**src/rtl/rstseq03.sv**
```systemverilog
// rstseq03: reset sequencer for a three-domain reset synchronizer bank.
// Staged power-on release, round-robin per-domain soft reset, global soft reset.
//
// Ports:
//   clk        control clock (single clock domain)
//   rst_       asynchronous active-low reset
//   dly        gap length; each hold/gap phase lasts dly+1 cycles
//   swrst_all  global software reset pulse (ignored while in HOLD)
//   swrst_req  per-domain software reset request, level until ack
//   rstmsk     per-domain reset mask, 1 = hold domain in reset
//   swrst_ack  one-cycle completion pulse per domain
//   busy       sequencer not in RUN
//   done       release sequence complete, cleared by global reset
module rstseq03 #(
  parameter int DLYW = 8
) (
  input  logic            clk,
  input  logic            rst_,
  input  logic [DLYW-1:0] dly,
  input  logic            swrst_all,
  input  logic [2:0]      swrst_req,
  output logic [2:0]      rstmsk,
  output logic [2:0]      swrst_ack,
  output logic            busy,
  output logic            done
);

  typedef enum logic [2:0] {
    HOLD,
    REL0,
    REL1,
    REL2,
    RUN,
    SASSERT,
    SRELEASE
  } state_t;

  localparam logic [DLYW-1:0] ONE = DLYW'(1);

  state_t          state_q;
  logic [DLYW-1:0] cnt_q;
  logic            ld_q;
  logic [1:0]      ptr_q;
  logic [1:0]      gnt_q;
  logic [2:0]      msk_q;
  logic [2:0]      ack_q;
  logic            busy_q;
  logic            done_q;

  logic            cnt_zero;
  logic            gnt_vld;
  logic [1:0]      gnt_idx;
  logic [1:0]      p1;
  logic [1:0]      p2;

  function automatic logic [1:0] nxt(input logic [1:0] i);
    return (i == 2'd2) ? 2'd0 : i + 2'd1;
  endfunction

  assign cnt_zero = (cnt_q == '0);

  // Round-robin pick: first asserted request at or after the pointer.
  always_comb begin
    p1      = nxt(ptr_q);
    p2      = nxt(p1);
    gnt_vld = |swrst_req;
    gnt_idx = p2;
    if (swrst_req[ptr_q]) begin
      gnt_idx = ptr_q;
    end else if (swrst_req[p1]) begin
      gnt_idx = p1;
    end
  end

  always_ff @(posedge clk or negedge rst_) begin
    if (!rst_) begin
      state_q <= HOLD;
      cnt_q   <= '0;
      ld_q    <= 1'b1;
      ptr_q   <= 2'd0;
      gnt_q   <= 2'd0;
      msk_q   <= 3'b111;
      ack_q   <= 3'b000;
      busy_q  <= 1'b1;
      done_q  <= 1'b0;
    end else begin
      ack_q <= 3'b000;
      if (swrst_all && (state_q != HOLD)) begin
        // Global restart aborts any soft reset without an ack.
        state_q <= HOLD;
        cnt_q   <= dly;
        msk_q   <= 3'b111;
        busy_q  <= 1'b1;
        done_q  <= 1'b0;
      end else begin
        unique case (state_q)
          HOLD: begin
            // First cycle out of reset only loads the counter.
            if (ld_q) begin
              ld_q  <= 1'b0;
              cnt_q <= dly;
            end else if (cnt_zero) begin
              state_q  <= REL0;
              cnt_q    <= dly;
              msk_q[0] <= 1'b0;
            end else begin
              cnt_q <= cnt_q - ONE;
            end
          end
          REL0: begin
            if (cnt_zero) begin
              state_q  <= REL1;
              cnt_q    <= dly;
              msk_q[1] <= 1'b0;
            end else begin
              cnt_q <= cnt_q - ONE;
            end
          end
          REL1: begin
            if (cnt_zero) begin
              state_q  <= REL2;
              msk_q[2] <= 1'b0;
              done_q   <= 1'b1;
            end else begin
              cnt_q <= cnt_q - ONE;
            end
          end
          REL2: begin
            state_q <= RUN;
            busy_q  <= 1'b0;
          end
          RUN: begin
            if (gnt_vld) begin
              state_q        <= SASSERT;
              gnt_q          <= gnt_idx;
              ptr_q          <= nxt(gnt_idx);
              cnt_q          <= dly;
              msk_q[gnt_idx] <= 1'b1;
              busy_q         <= 1'b1;
            end
          end
          SASSERT: begin
            if (cnt_zero) begin
              state_q      <= SRELEASE;
              msk_q[gnt_q] <= 1'b0;
              ack_q[gnt_q] <= 1'b1;
            end else begin
              cnt_q <= cnt_q - ONE;
            end
          end
          SRELEASE: begin
            state_q <= RUN;
            busy_q  <= 1'b0;
          end
          default: begin
            state_q <= HOLD;
            cnt_q   <= dly;
            msk_q   <= 3'b111;
            busy_q  <= 1'b1;
            done_q  <= 1'b0;
          end
        endcase
      end
    end
  end

  assign rstmsk    = msk_q;
  assign swrst_ack = ack_q;
  assign busy      = busy_q;
  assign done      = done_q;

endmodule

```
**config.mk**
```make
export PLATFORM = sky130hd
export DESIGN_NAME = rstseq03
export DESIGN_NICKNAME = d
export VERILOG_FILES = /design/src/rtl/rstseq03.sv
export SDC_FILE = /design/constraint.sdc
export NUM_CORES = 1
export LEC_CHECK = 0
export BUFFER_PORTS_ARGS = -buffer_cell sky130_fd_sc_hd__buf_2
export CORE_UTILIZATION = 55
export CTS_CLUSTER_SIZE = 12
export DETAILED_ROUTE_END_ITERATION = 8
export PLACE_DENSITY = 0.77
export REMOVE_ABC_BUFFERS = 1
export SETUP_SLACK_MARGIN = 0.5
export SLEW_MARGIN = 20
export SYNTH_ARGS = -nofsm -noshare
export SYNTH_HDL_FRONTEND = slang
export SYNTH_SLANG_ARGS = --single-unit
```
**constraint.sdc**
```tcl
create_clock -name clk -period 3.3 [get_ports clk]
set_clock_uncertainty 0.2 [all_clocks]
set_input_delay 0.495 -clock clk [delete_from_list [all_inputs] [get_ports clk]]
set_output_delay 0.495 -clock clk [all_outputs]
set_load 0.01 [all_outputs]
```
==> Word-level counts from Yosys, hierarchy flattened <==
Cells that the tools add are included.
{ "totals": {"input_bits": 14, "ff_bits": 24, "elab_cells": 114, "out_inout_bits": 8} }
{ "classes": {"n_lt_le_gt_ge": 6, "bitwise_logic": 4, "eq_ne": 22, "n_mux": 44, "n_reduce_logical": 23, "add_sub_neg": 4} }
{ "op_table": {"columns": ["cell", "count"], "rows": [
  ["8-bit 2-to-1 mux", 5],
  ["8-bit one-hot mux with 5 select lines", 1],
  ["3-bit 2-to-1 mux", 13],
  ["3-bit inequality test, second input constant", 6],
  ["3-bit one-hot mux with 6 select lines", 1],
  ["4-bit OR reduction", 4],
  ["2-bit by 3-bit < comparator with 1-bit output, second input constant", 4],
  ["2-bit by 1-bit inequality test with 1-bit output, second input constant", 6],
  ["1-bit one-hot mux with 4 select lines", 3],
  ["1-bit 2-to-1 mux", 10],
  ["2-bit 2-to-1 mux", 5],
  ["3-bit == test, second input constant", 3],
  ["8-bit zero test", 1],
  ["4-bit AND reduction", 2],
  ["8-bit by 1-bit subtractor with 8-bit output, second input constant", 1],
  ["2-bit by 1-bit adder with 2-bit output, second input constant", 3],
  ["2-bit == test, second input constant", 3],
  ["3-bit by 2-bit == test with 1-bit output, second input constant", 2],
  ["2-bit AND reduction", 3],
  ["3-bit AND reduction", 2],
  ["6-bit AND reduction", 1],
  ["6-bit OR reduction", 1],
  ["5-bit AND reduction", 1],
  ["1-bit binary-select mux with 2-bit select", 2],
  ["other kinds (15)", 20]
]} }

==> Logic depth before layout (Yosys ltp) <==
{ "depth": {"ltp_word": 14, "depth_mapped": 8, "depth_no_buf": 7} }

==> Least setup slack after synthesis <==
OpenSTA, ideal clock, no wires.
{ "synth_path": {"path_type": "reg2reg", "startpoint": "register cnt_q[3]", "endpoint": "register cnt_q[4]", "period_less_slack_ns": 2.535, "arrival_ns": 2.214, "t_required_ns": 2.979, "setup_ns": 0.121, "setup_slack_ns": 0.765, "stages_incl_launch_ff": 8, "n_path_buf": 3, "cell_sequence": "dfrtp_1 buf_6 or4_1 buf_2 o311a_1 a2111o_1 buf_6 a22o_1"} }
{ "synth_between": {"elab_chain_len": 5, "elab_cells_between_ends": 9, "cone_classes": "1 x add/sub; 1 x eq/ne; 5 x mux; 2 x reduce/logical"} }
{ "synth_rtl": {"columns": ["element", "line_no", "source"], "rows": [
  ["start, declared", "41", "logic [DLYW-1:0] cnt_q;"],
  ["start signal, assigned", "91", "cnt_q <= dly;"],
  ["start signal, assigned", "101", "cnt_q <= dly;"],
  ["start signal, assigned", "104", "cnt_q <= dly;"],
  ["8-bit by 1-bit subtractor with 8-bit output or 8-bit zero test (tied branches)", null, null],
  ["8-bit 2-to-1 mux", "102, 111", null],
  ["8-bit 2-to-1 mux", "99", "if (ld_q) begin"],
  ["8-bit one-hot mux with 5 select lines", "96", "unique case (state_q)"],
  ["8-bit 2-to-1 mux", "88", "if (swrst_all && (state_q != HOLD)) begin"]
]} }
Several ways; a longest one is shown, not always the timed one. The select of a mux whose other input is x is not followed.
A chain may end at the register's enable or synchronous reset.

==> Worst setup path in the final report <==
{ "layout_path": {"startpoint": "register cnt_q[3]", "endpoint": "register cnt_q[0]"} }
{ "layout_between": {"elab_chain_len": 5, "elab_cells_between_ends": 7, "cone_classes": "1 x eq/ne; 4 x mux; 2 x reduce/logical"} }
{ "layout_rtl": {"columns": ["element", "line_no", "source"], "rows": [
  ["8-bit zero test (*)", "60", "assign cnt_zero = (cnt_q == '0);"],
  ["8-bit 2-to-1 mux", "102, 111", null],
  ["8-bit 2-to-1 mux", "99", null],
  ["8-bit one-hot mux with 5 select lines", "96", null],
  ["8-bit 2-to-1 mux", "88", null]
]} }
Every way passes the cells marked *; elsewhere a longest branch is shown, timed or not.

==> run summary <==
Yosys mapped a number of flops with a built-in enable equal to 0. The share of flip-flops with an asynchronous set or reset after synthesis works out to 100%. The flow ran to the end, and the final reports show no timing, DRC or antenna violations. The number of pins with negative max-slew slack in the final report was 0. The max capacitance violation total came out at 0. Summed over all cells, the static leakage comes to 0.763 nW. Critical register-to-register path endpoint: cnt_q[0].

The via count of the first global-routing pass was 1,435; the worst path required time was 3330 ps. The wire length of the first global-routing pass is 6250 µm. TritonCTS built the clock tree. The maximum VDD drop came out at 0.000383 V. The number of H-tree levels is 1. Along the worst path, the maximum fanout reaches 17. The run gives 3 as the number of clock buffers inserted by TritonCTS. In this run the worst setup path begins at cnt_q[3]. In this run the clock root is driven by a clkbuf_4. Data arrives at the worst endpoint at 2690 ps. Once detail routing completed, the nets flagged for antenna violations numbered 0.

Entering global routing, the biggest net connects 25 pins. The die is 56.7 µm tall. For the total vias in the final route, the log shows 1,515. Wires add up to 3650 µm. Per-instance average area after synthesis: 8.44 µm².

The net count of the finished layout is 226. Setup repair after global routing left no endpoint under its margin. Type of the tightest min-delay check: input port to flop. Input and output buffers added on the ports amount to 21. Floorplan core area: 2810 µm². Site row count: 19. The detailed placement HPWL is 2630 µm, and the measured slew at the worst slew-check pin is 624 ps. Clock-pin slew was measured on the worst setup and hold paths at 150 ps.

The predominant post-synthesis flop cell was dfrtp_1. The detailed router finished its first iteration with 95 violations. After detailed routing, the number of vias per cell comes to 6.31. The average wire length per cell after detail routing is 15.2 µm, and the maximum root-to-sink buffer count is 2.

The run gives 4 as the count of TritonRoute iterations in the first routing pass. For the final setup slack of the worst path, the log shows 636 ps. Before CTS, the worst setup slack after placement is 658 ps.

The die covers 3220 µm². Synthesis inferred 24 register bits. Path type of the worst setup path: flop to flop. The critical path ends at cnt_q[0]. For the normalized max-slew margin, the log shows 58.1%.

Setup violations remaining at the end of the flow were counted as 0. The global routing usage summed across all routing layers is 24.7%, and the number of top-level pins is 22. The worst setup path is captured at a flop. The number of cells on the worst reg-to-reg path is 4. Summing every instance area after synthesis gives 1650 µm². The nature of the critical path startpoint was a flop. Synthesis produced 195 cells. The run gives 0 as the antenna cell count.

After synthesis, flip-flops and latches occupy 36.9% of the total area. The largest total area in the synthesized netlist belongs to dfrtp_1. The logs give 0 for the number of endpoints with negative hold slack in the final report and 0.895 for the final weighted congestion in routability-driven placement. Static timing analysis puts the maximum clock frequency at 375 MHz. Counting distinct cell types in the post-synthesis netlist gives 53. Across all register-to-register paths, the minimum setup slack is 640 ps. The share of the synthesized area in the top cell type was 28.9%; the number of warnings reported in the yosys synthesis log was 0.

The die span in x is 56.7 µm. For this run, the share of the core covered by cells in the final layout is 63.2%. Setup total negative slack on the finished layout was measured at 0 ps. For this design the ratio of total power to cell area is 689 nW/µm². The clock insertion delay at the later pin of the skew report is 330 ps, and the post-layout minimum cycle time is 2660 ps. In the final layout, the share of cells above drive strength 1 is 19.1%. In the post-synthesis netlist, the biggest area contributors are dfrtp_1, dfstp_2, a21oi_1.

The final clock period utilization by the worst path is 80.7%. In this run the critical register-to-register path is launched from cnt_q[3]. For the number of antenna violations at the first check in global routing, the log shows 0.

For this design, the sink count on the clock tree is 24. Global routing finished with a remaining overflow of 0. The residual DRC count is 0, and the area growth from synthesis to final layout is 7.67%. The initial utilization of the core area, before any placement, comes to 58.7%.
repair_timing:
item / 4_1_cts / 5_1_grt
buffers inserted: 0 / 0
endpoints found under the hold margin: 19 / 0
endpoints found under the setup margin: 0 / 3
resized for setup: 0 / 2
hold buffers: 1 / 0
logic make-up after synthesis:
group	after synthesis	synth area share, %
flops	24	36.9
simple gates	70	21.7
fa+ha+maj	2	1.52
buf+inv	27	8.81
compound gates	64	26.2
xor+xnor	1	0.532
mux	7	4.41
power by group:
group	internal (mW)	switching [mW]	leakage, nW	total (mW)
Sequential	0.384	0.115	0.285	0.499
Clock	0.123	0.0988	0.0279	0.222
Combinational	0.233	0.269	0.450	0.501
critical path: stages, from the launching register on:
cell and delay, ps:
dfrtp_1 480, or4_1 670, o311a_1 380, a2111o_2 560, o211a_1 260
final cells by class:
| class | instances | area [µm²] |
|---|---|---|
| fillers | 256 | 1030 |
| multi-input cells | 144 | 903 |
| flip-flops and latches | 24 | 607 |
| repair buffers | 22 | 115 |
| inverters | 15 | 56.3 |
| well taps | 31 | 38.8 |
| clock inverters | 1 | 30.0 |
| clock buffers | 3 | 22.5 |
layout by cell type, fill, tap and decap left out, drive strengths merged, types with 3 or more instances in the layout:
| cell | count |
|---|---|
| nor3 | 10 |
| mux2i | 5 |
| nand2b | 3 |
| nand3b | 4 |
| nor2 | 15 |
| a21oi | 16 |
| dfstp | 5 |
| dfrtp | 19 |
| o21ai | 16 |
| a22o | 3 |
| or2 | 3 |
| buf | 21 |
| a22oi | 4 |
| a31oi | 4 |
| o22ai | 3 |
| clkbuf | 3 |
| inv | 14 |
| nand2 | 19 |
flip-flops by register name, indices dropped and copies added (netlist names):
signal and count:
swrst_ack 3, gnt_q 2, cnt_q 8, busy 1
done 1, state_q 3, ld_q 1, rstmsk 3
ptr_q 2
Yosys cell counts, drive strengths merged, types with 2 or more instances:
cell	number
inv	14
a21boi	2
a311oi	2
o22ai	3
o211a	2
nor2	15
dfrtp	19
or2	3
nor4	2
o32ai	2
nand3	2
ha	2
nand3b	4
nor3b	2
a22o	3
or3b	2
nor3	10
nand2	19
nand2b	3
dfstp	5
o21ai	16
a22oi	4
and3	2
mux2	2
buf	9
a21oi	16
a31oi	4
nor4b	2
mux2i	5
clkbuf	3
stage by stage:
stage	hold WS [ps]	cell area, µm²	total power, mW	cells
2_1_floorplan	-0.591	1560	0.856	183
3_3_place_gp	272	1700	0.963	235
3_5_place_dp	281	1700	0.992	235
4_1_cts	208	1760	1.21	240
5_1_grt	222	1770	1.31	240
6_report	211	1770	1.22	240
worst min-delay path by stage:
stage	from	endpoint	slack (ps)	depth (start not counted)
floorplan	rst_	cnt_q[0]	-0.6	0
CTS	dly[1]	cnt_q[1]	210	3
detailed placement	gnt_q[1]	swrst_ack[1]	280	1
finish	dly[1]	cnt_q[1]	210	3
global placement	busy	busy	270	2
global route	dly[1]	cnt_q[1]	220	3
per-layer routing:
layer / part of all wire [%] / track usage (%)
met5: 0 / 0
met4: 2.0 / 11.8
met3: 6.3 / 2.53
met2: 46 / 38.1
met1: 46 / 34.6
(Power assumes the default switching activity.)
